--- src/rtl/fetch_stage.sv ---
// Instruction-fetch front end: owns PCF, issues in-order word fetches, buffers responses, drives IF/ID.
// Optional FETCH_BYPASS_EN: a response arriving with an empty FIFO loads IF/ID directly in the same cycle.
module fetch_stage #(
  parameter logic [31:0] RESET_PC   = 32'h0000_0000,
  parameter int          FIFO_DEPTH = 2,
  parameter logic [31:0] NOP_INSTR  = 32'h0000_0013
) (
  input  logic        clk,
  input  logic        reset,
  output logic        imem_req_valid,
  input  logic        imem_req_ready,
  output logic [31:0] imem_req_addr,
  input  logic        imem_rsp_valid,
  input  logic [31:0] imem_rsp_data,
  input  logic        StallF,
  input  logic        StallD,
  input  logic        FlushD,
  input  logic        PCSrcE,
  input  logic [31:0] PCTargetE,
  output logic [31:0] InstrD,
  output logic [31:0] PCD,
  output logic [31:0] PCPlus4D,
  output logic        ValidD
);

  localparam int PTR_W  = (FIFO_DEPTH > 1) ? $clog2(FIFO_DEPTH) : 1;
  localparam int CNT_W  = PTR_W + 1;
  localparam int DROP_W = 8;

  logic [31:0]       pcF;
  logic [CNT_W-1:0]  inflight;
  logic [CNT_W-1:0]  fifoCount;
  logic [DROP_W-1:0] dropCnt;
  logic [PTR_W-1:0]  rdPtr;
  logic [PTR_W-1:0]  wrPtr;
  logic [31:0]       fifoInstr [FIFO_DEPTH];
  logic [31:0]       fifoPc    [FIFO_DEPTH];

  logic        reqFire;
  logic        rspLive;
  logic        fifoPush;
  logic        fifoPop;
  logic        fifoEmpty;
  logic        fifoFull;
  logic        bypassLoad;
  logic [31:0] rspPc;
  logic [DROP_W-1:0] dropSum;

  assign imem_req_addr = {pcF[31:2], 2'b00};

  always_comb begin
    fifoEmpty = (fifoCount == '0);
    fifoFull  = (fifoCount == CNT_W'(FIFO_DEPTH));
    imem_req_valid = !reset && !StallF && !PCSrcE &&
                     (({1'b0, inflight} + {1'b0, fifoCount}) < (CNT_W+1)'(FIFO_DEPTH));
    reqFire = imem_req_valid && imem_req_ready;
    // Live requests are contiguous addresses, so the oldest one sits inflight words behind PCF.
    rspPc   = pcF - (32'(inflight) << 2);
    rspLive = imem_rsp_valid && !PCSrcE && (dropCnt == '0);
`ifdef FETCH_BYPASS_EN
    bypassLoad = rspLive && fifoEmpty && !StallD && !FlushD;
`else
    bypassLoad = 1'b0;
`endif
    fifoPush = rspLive && !bypassLoad;
    fifoPop  = !PCSrcE && !StallD && !FlushD && !fifoEmpty;
    dropSum  = dropCnt + DROP_W'(inflight);
  end

  always_ff @(posedge clk) begin
    if (reset) begin
      pcF       <= RESET_PC;
      inflight  <= '0;
      dropCnt   <= '0;
      fifoCount <= '0;
      rdPtr     <= '0;
      wrPtr     <= '0;
    end else if (PCSrcE) begin
      // Everything still in flight now belongs to the squashed path.
      pcF       <= {PCTargetE[31:2], 2'b00};
      inflight  <= '0;
      dropCnt   <= (imem_rsp_valid && dropSum != '0) ? dropSum - DROP_W'(1) : dropSum;
      fifoCount <= '0;
      rdPtr     <= '0;
      wrPtr     <= '0;
    end else begin
      if (reqFire) pcF <= pcF + 32'd4;
      if (reqFire && !rspLive)      inflight <= inflight + CNT_W'(1);
      else if (!reqFire && rspLive) inflight <= inflight - CNT_W'(1);
      if (imem_rsp_valid && dropCnt != '0) dropCnt <= dropCnt - DROP_W'(1);
      if (fifoPush) wrPtr <= wrPtr + PTR_W'(1);
      if (fifoPop)  rdPtr <= rdPtr + PTR_W'(1);
      if (fifoPush && !fifoPop)      fifoCount <= fifoCount + CNT_W'(1);
      else if (fifoPop && !fifoPush) fifoCount <= fifoCount - CNT_W'(1);
    end
  end

  always_ff @(posedge clk) begin
    if (!reset && fifoPush) begin
      fifoInstr[wrPtr] <= imem_rsp_data;
      fifoPc[wrPtr]    <= rspPc;
    end
  end

  // The issue rule keeps inflight + occupancy within depth, so a push never meets a full FIFO.
  always_ff @(posedge clk) begin
    if (!reset) assert (!(fifoPush && fifoFull));
  end

  always_ff @(posedge clk) begin
    if (reset) begin
      ValidD   <= 1'b0;
      InstrD   <= NOP_INSTR;
      PCD      <= 32'h0;
      PCPlus4D <= 32'h0;
    end else if (PCSrcE) begin
      ValidD <= 1'b0;
      InstrD <= NOP_INSTR;
    end else if (!StallD) begin
      if (FlushD) begin
        ValidD <= 1'b0;
        InstrD <= NOP_INSTR;
      end else if (!fifoEmpty) begin
        ValidD   <= 1'b1;
        InstrD   <= fifoInstr[rdPtr];
        PCD      <= fifoPc[rdPtr];
        PCPlus4D <= fifoPc[rdPtr] + 32'd4;
      end else if (bypassLoad) begin
        ValidD   <= 1'b1;
        InstrD   <= imem_rsp_data;
        PCD      <= rspPc;
        PCPlus4D <= rspPc + 32'd4;
      end else begin
        ValidD <= 1'b0;
        InstrD <= NOP_INSTR;
      end
    end
  end

endmodule
--- config.mk ---
export PLATFORM = sky130hd
export DESIGN_NAME = fetch_stage
export DESIGN_NICKNAME = d
export VERILOG_FILES = /design/src/rtl/fetch_stage.sv
export SDC_FILE = /design/constraint.sdc
export NUM_CORES = 1
export LEC_CHECK = 0
export CAP_MARGIN = 20
export CORE_ASPECT_RATIO = 1.5
export CORE_MARGIN = 10
export CORE_UTILIZATION = 45
export CTS_BUF_LIST = sky130_fd_sc_hd__clkbuf_4 sky130_fd_sc_hd__clkbuf_8
export CTS_CLUSTER_DIAMETER = 100
export CTS_CLUSTER_SIZE = 25
export DETAILED_ROUTE_END_ITERATION = 6
export DONT_BUFFER_PORTS = 1
export PLACE_DENSITY = 0.74
export SLEW_MARGIN = 25
export SYNTH_ARGS = -nofsm -noshare
export SYNTH_HDL_FRONTEND = slang
export SYNTH_SLANG_ARGS = --single-unit
--- constraint.sdc ---
create_clock -name clk -period 7.2 [get_ports clk]
set_input_delay 1.8 -clock clk [delete_from_list [all_inputs] [get_ports clk]]
set_output_delay 1.8 -clock clk [all_outputs]
set_load 0.01 [all_outputs]
Yosys cells after proc, flatten, opt, wreduce, memory -nomap -nowiden

Memory sizes are Yosys's and may differ from the RTL's. A register that Yosys moved wholly into a read port is not among the register bits.
Index checks and enable logic that the tools add are counted.

Input port bits: 72
Memories kept: 2
Logic and storage cells: 85
Bits in writable memories: 128
Flip-flop bits (word level): 143
Output and inout port bits: 130

Memory list:

| name      | depth | width | rd ports | clocked after Yosys merged registers in | wr ports | line | RTL |
|---|---|---|---|---|---|---|---|
| fifoInstr | 2     | 32    | 1        | 1                                       | 1        | 36   | `logic [31:0] fifoInstr [FIFO_DEPTH];` |
| fifoPc    | 2     | 32    | 1        | 1                                       | 1        | 37   | `logic [31:0] fifoPc [FIFO_DEPTH];` |

$add $sub $neg: 13
Reduce and logical (&&, ||, !) cells: 35
Mux-type cells: 19
Bitwise operators: 4
$lt $le $gt $ge: 1

Operators by type and width:

| cell                                                                 | number |
|---|---|
| 32-bit 2-to-1 mux                                                    | 4 |
| 32-bit by 3-bit adder with 32-bit output, second input constant      | 2 |
| 32-bit by 4-bit subtractor with 32-bit output                        | 1 |
| 8-bit 2-to-1 mux                                                     | 3 |
| 1-bit logical AND                                                    | 16 |
| 8-bit nonzero test                                                   | 2 |
| 8-bit by 1-bit subtractor with 8-bit output, second input constant   | 2 |
| 1-bit zero test                                                      | 9 |
| 8-bit by 2-bit adder with 8-bit output                               | 1 |
| 8-bit zero test                                                      | 1 |
| 1-bit 2-to-1 mux                                                     | 8 |
| 2-bit 2-to-1 mux                                                     | 4 |
| 2-bit nonzero test                                                   | 4 |
| 2-bit by 1-bit adder with 2-bit output, second input constant        | 2 |
| 1-bit inverter                                                       | 4 |
| 4-bit AND reduction                                                  | 1 |
| 2-bit by 1-bit subtractor with 2-bit output, second input constant   | 2 |
| 2-bit by 2-bit adder with 3-bit output                               | 1 |
| 3-bit by 2-bit < comparator with 1-bit output, second input constant | 1 |
| 1-bit adder, second input constant                                   | 2 |
| 2-bit zero test                                                      | 1 |
| 2-bit OR reduction                                                   | 1 |

Logic depth before layout (Yosys ltp)

Word-level depth: 9
Gate-level depth with buffers: 13
Mapped depth without buffers: 10

Worst setup path after synthesis

OpenSTA, ideal clock, no wires.

Path kind: in2reg
Start point: input PCSrcE
End point: memory fifoInstr[0][0] (enable)
Required time: 6.642 ns
Setup slack: -0.194 ns
Arrival time: 6.836 ns
Setup time: 0.558 ns
Buffers on the path: 3
Cell stages on the path: 5
Cell sequence: clkbuf_1 or2_2 clkbuf_1 clkbuf_1 nor3_1

Cells in the longest elaborated chain, start to end: 6

Ends and longest elaborated chain:

| what                                   | line | RTL |
|---|---|---|
| from (decl)                            | 18   | `input logic PCSrcE,` |
| 1-bit zero test                        | 59   | `rspLive = imem_rsp_valid && !PCSrcE && (dropCnt == '0);` |
| 1-bit logical AND (2 in series)        | 59   |  |
| 1-bit logical AND                      | 99   | `if (!reset && fifoPush) begin` |
| 1-bit 2-to-1 mux                       | 99   |  |
| 1-bit 2-to-1 mux (not written as such) | 100  | `fifoInstr[wrPtr] <= imem_rsp_data;` |
| to (decl)                              | 36   |  |

Every way passes these cells.

Worst setup path in the final report

Start point: input PCSrcE
End point: output imem_req_valid

Cells in the longest elaborated chain, start to end: 3

Ends and longest elaborated chain:

| what                            | line | RTL |
|---|---|---|
| 1-bit zero test                 | 54   | `imem_req_valid = !reset && !StallF && !PCSrcE &&` |
| 1-bit logical AND (2 in series) | 54   |  |
| to (decl)                       | 10   | `output logic imem_req_valid,` |

Every way passes these cells.

==> impl_metrics.tcl <==
set metrics [dict create \
    timing.hold.ws_ns 0.505 \
    routed_wl_um 28200 \
    fillers 2353 \
    clockBufferDepth 3 \
    synth_top_family_by_area "simple AND/OR/NAND/NOR gates" \
    drive_gt1_share_pct 5.96 \
    netlist.area_leader.share_pct 31.5 \
    row_count 72 \
    gr-total-overflow 0 \
    routed_via_density 5.58 \
    cts_sinks 262 \
    synth_fa_ha_area_share_pct 1.67 \
    finalMaxSlewViolations 0 \
    met3_usage_pct 6.66 \
    syn_area_per_cell_um2 10.3 \
    p_leak_nw 4.01 \
    die_y_um 218 \
    hpwl_um 20400 \
    antenna_found_initial 6 \
    p_per_area_mw_per_mm2 236 \
    worst_pin_slew_ns 0.934 \
    yosys.area.top_type "edfxtp_1" \
    hold_buffers 0 \
    fmax_ghz 0.227 \
    place_congestion 0.833 \
    grt_busiest_layer "met2" \
    grt_usage_pct 16.1 \
    synth_ff_type "dfxtp_1" \
    grt_max_degree 104 \
    worstSkewPairLatency_ns 0.55 \
    setup_viol_count_final 0 \
    first_global_vias 7924 \
    p_total_mw 2.90 \
    synth_edf_count 124 \
    grt_pass1_wl_um 43700 \
    cts_tree "done" \
    ys_ff_latch 262 \
    critPathMaxStageDelay_ns 0.43 \
    critPathKind "in -> out" \
    hp-class "reg -> reg" \
    yosysUniqueCellTypes 74 \
    grt.met2_usage_pct 28.7 \
    netlist_area_mm2 0.0118 \
    clock_skew_ns 0.0394 \
    min_period_over_period_pct 61.1 \
    core_area_mm2 0.0259 \
    fin_nets 1186 \
    die_w_um 152 \
    cp_num_buf_inv 0 \
    ir_drop_uv 189 \
    post_cts_buffers 0 \
    synth-simple-area-share_pct 18.1 \
    async_flop_share_pct 0 \
    drt_pre_antenna_iters 5 \
    rsz0062_at_grt "false" \
    maxCapViolCount 0 \
    synthMuxAreaShare_pct 6.20 \
    fin_crit_ns 4.40 \
    cpLargestDelayFamily "simple AND/OR/NAND/NOR gates" \
    hold_viol 0 \
    worst_ep_required_time_ns 5.40 \
    post_cts_resized 0 \
    path_clk_slew_ns 0.14 \
    synth_xor_area_share_pct 6.00 \
    crit_fanout 40 \
    cp_slowest_cell "nor2_1" \
    cp-start-kind "primary input" \
    wl_per_cell_um 19.5 \
    portBuffers 0 \
    cp-end-kind "primary output" \
    synth_compound_area_share_pct 9.48 \
    postRouteAntennaNets 0 \
    relSlewSlack_pct 37.7 \
    synthToLayoutAreaGrowth_pct 4.11 \
    drcViolationCount 0 \
    initial_utilization_pct 45.7 \
    outcome "complete, no violations" \
    pin_count 202 \
    crit_chain "nor2_1 > and3_1" \
    netlist_top_cells_area "edfxtp_1 (32%), dfxtp_1 (23%), mux2i_1 (5.3%)" \
    cts-root-buf "clkbuf_8" \
    cp.arrival_ns 2.60 \
    numCtsBuffers 14 \
    synthCells 1146 \
    num_vias 8063 \
    die_area_mm2 0.0332 \
    ys_seq_area_share_pct 54.9 \
    yosys_warnings 0 \
    drt-initial-drc-count 325 \
    grt.met1_usage_pct 16.4 \
    htreeDepth 1 \
]
[per-layer routing]
metal  up-vias  routed length [um]  part of all wire, %
li1       3967                   -                    -
met1      3799               10200                   36
met2       238               14300                   51
met3        53                2960                   10
met4         6                 760                  2.7
met5         -                  46                 0.16
[layout make-up]
cell class	instances	area [um2]	share of cell area [%]
Inverter	23	86.3	0.702
Antenna cell	3	7.51	0.0611
Timing Repair Buffer	9	67.6	0.550
Multi-Input combinational cell	790	4940	40.2
Tap cell	333	417	3.39
Clock buffer	23	267	2.17
Sequential cell	262	6490	52.8
Clock inverter	1	16.3	0.132
[path summary, 6_finish.rpt]
kind                startpoint             end  slack (ns)  cells past startpoint
hold / removal    PCPlus4D[18]    PCPlus4D[18]        0.51                      2
setup / recovery        PCSrcE  imem_req_valid        2.80                      2
hold reg to reg   PCPlus4D[18]    PCPlus4D[18]        0.51                      2
setup reg to reg     flip-flop    PCPlus4D[30]        3.38                     10
[per-stage QoR]
step	cells	util [%]	setup slack, ns	TNS [ns]	cell area (um2)
after floorplan	1151	-	-0.194	-24.03	11800
after global placement	1417	46.4	2.60	0	12000
after detailed placement	1417	46.4	2.56	0	12000
after CTS	1441	47.5	2.83	0	12300
after global routing	1443	47.5	2.72	0	12300
final	1444	47.5	2.80	0	12300
[sequential cells by signal, indices dropped and copies added, names as in the netlist, named ones only]
name	flops
ValidD	1
PCPlus4D	30
fifoPc	60
PCD	30
InstrD	32
rdPtr	1
fifoInstr	64
fifoCount	2
dropCnt	8
wrPtr	1
inflight	2
pcF	30
[logic make-up after synthesis]
logic type,after synthesis
and+or+nand+nor,435
adders and majority gates,14
DFF,262
xor gates and xnor gates,80
AOI/OAI and AO/OA,183
muxes,72
other,1
buffers and inverters,99
[synthesized netlist by cell type (all sizes together) (28+ instances only)]
| cell type | instances |
|---|---|
| a211oi | 35 |
| xnor2 | 39 |
| mux2i | 63 |
| clkbuf | 51 |
| dfxtp | 138 |
| a21oi | 83 |
| nand2 | 108 |
| o21ai | 28 |
| nor2 | 157 |
| nand3 | 34 |
| xor2 | 41 |
| edfxtp | 124 |
[report_power, final]
part | switching (mW) | internal [mW]
sequential | 0.104 | 1.64
clock | 0.444 | 0.244
combinational | 0.274 | 0.192
total | 0.821 | 2.08
[worst min-delay path, delay by kind of cell, from the launching register on]
family           cells  cell delay, ns
AO/OA/AOI/OAI        1            0.05
flip-flops           1            0.37
AND/OR/NAND/NOR      1            0.06
[cell usage in the layout (no fill, tap or decap), drive strengths merged, types with 11 or more instances in the layout]
cell type	n
nand3b	16
or3	12
mux2i	63
nand4	15
xnor2	39
edfxtp	124
nor4	13
xor2	41
ha	11
dfxtp	138
nor3	22
nor2	157
nand2	108
a21oi	83
and3	13
o21ai	28
clkbuf	23
nand3	34
a211oi	35
inv	24
Power figures use the tool's default switching activity.
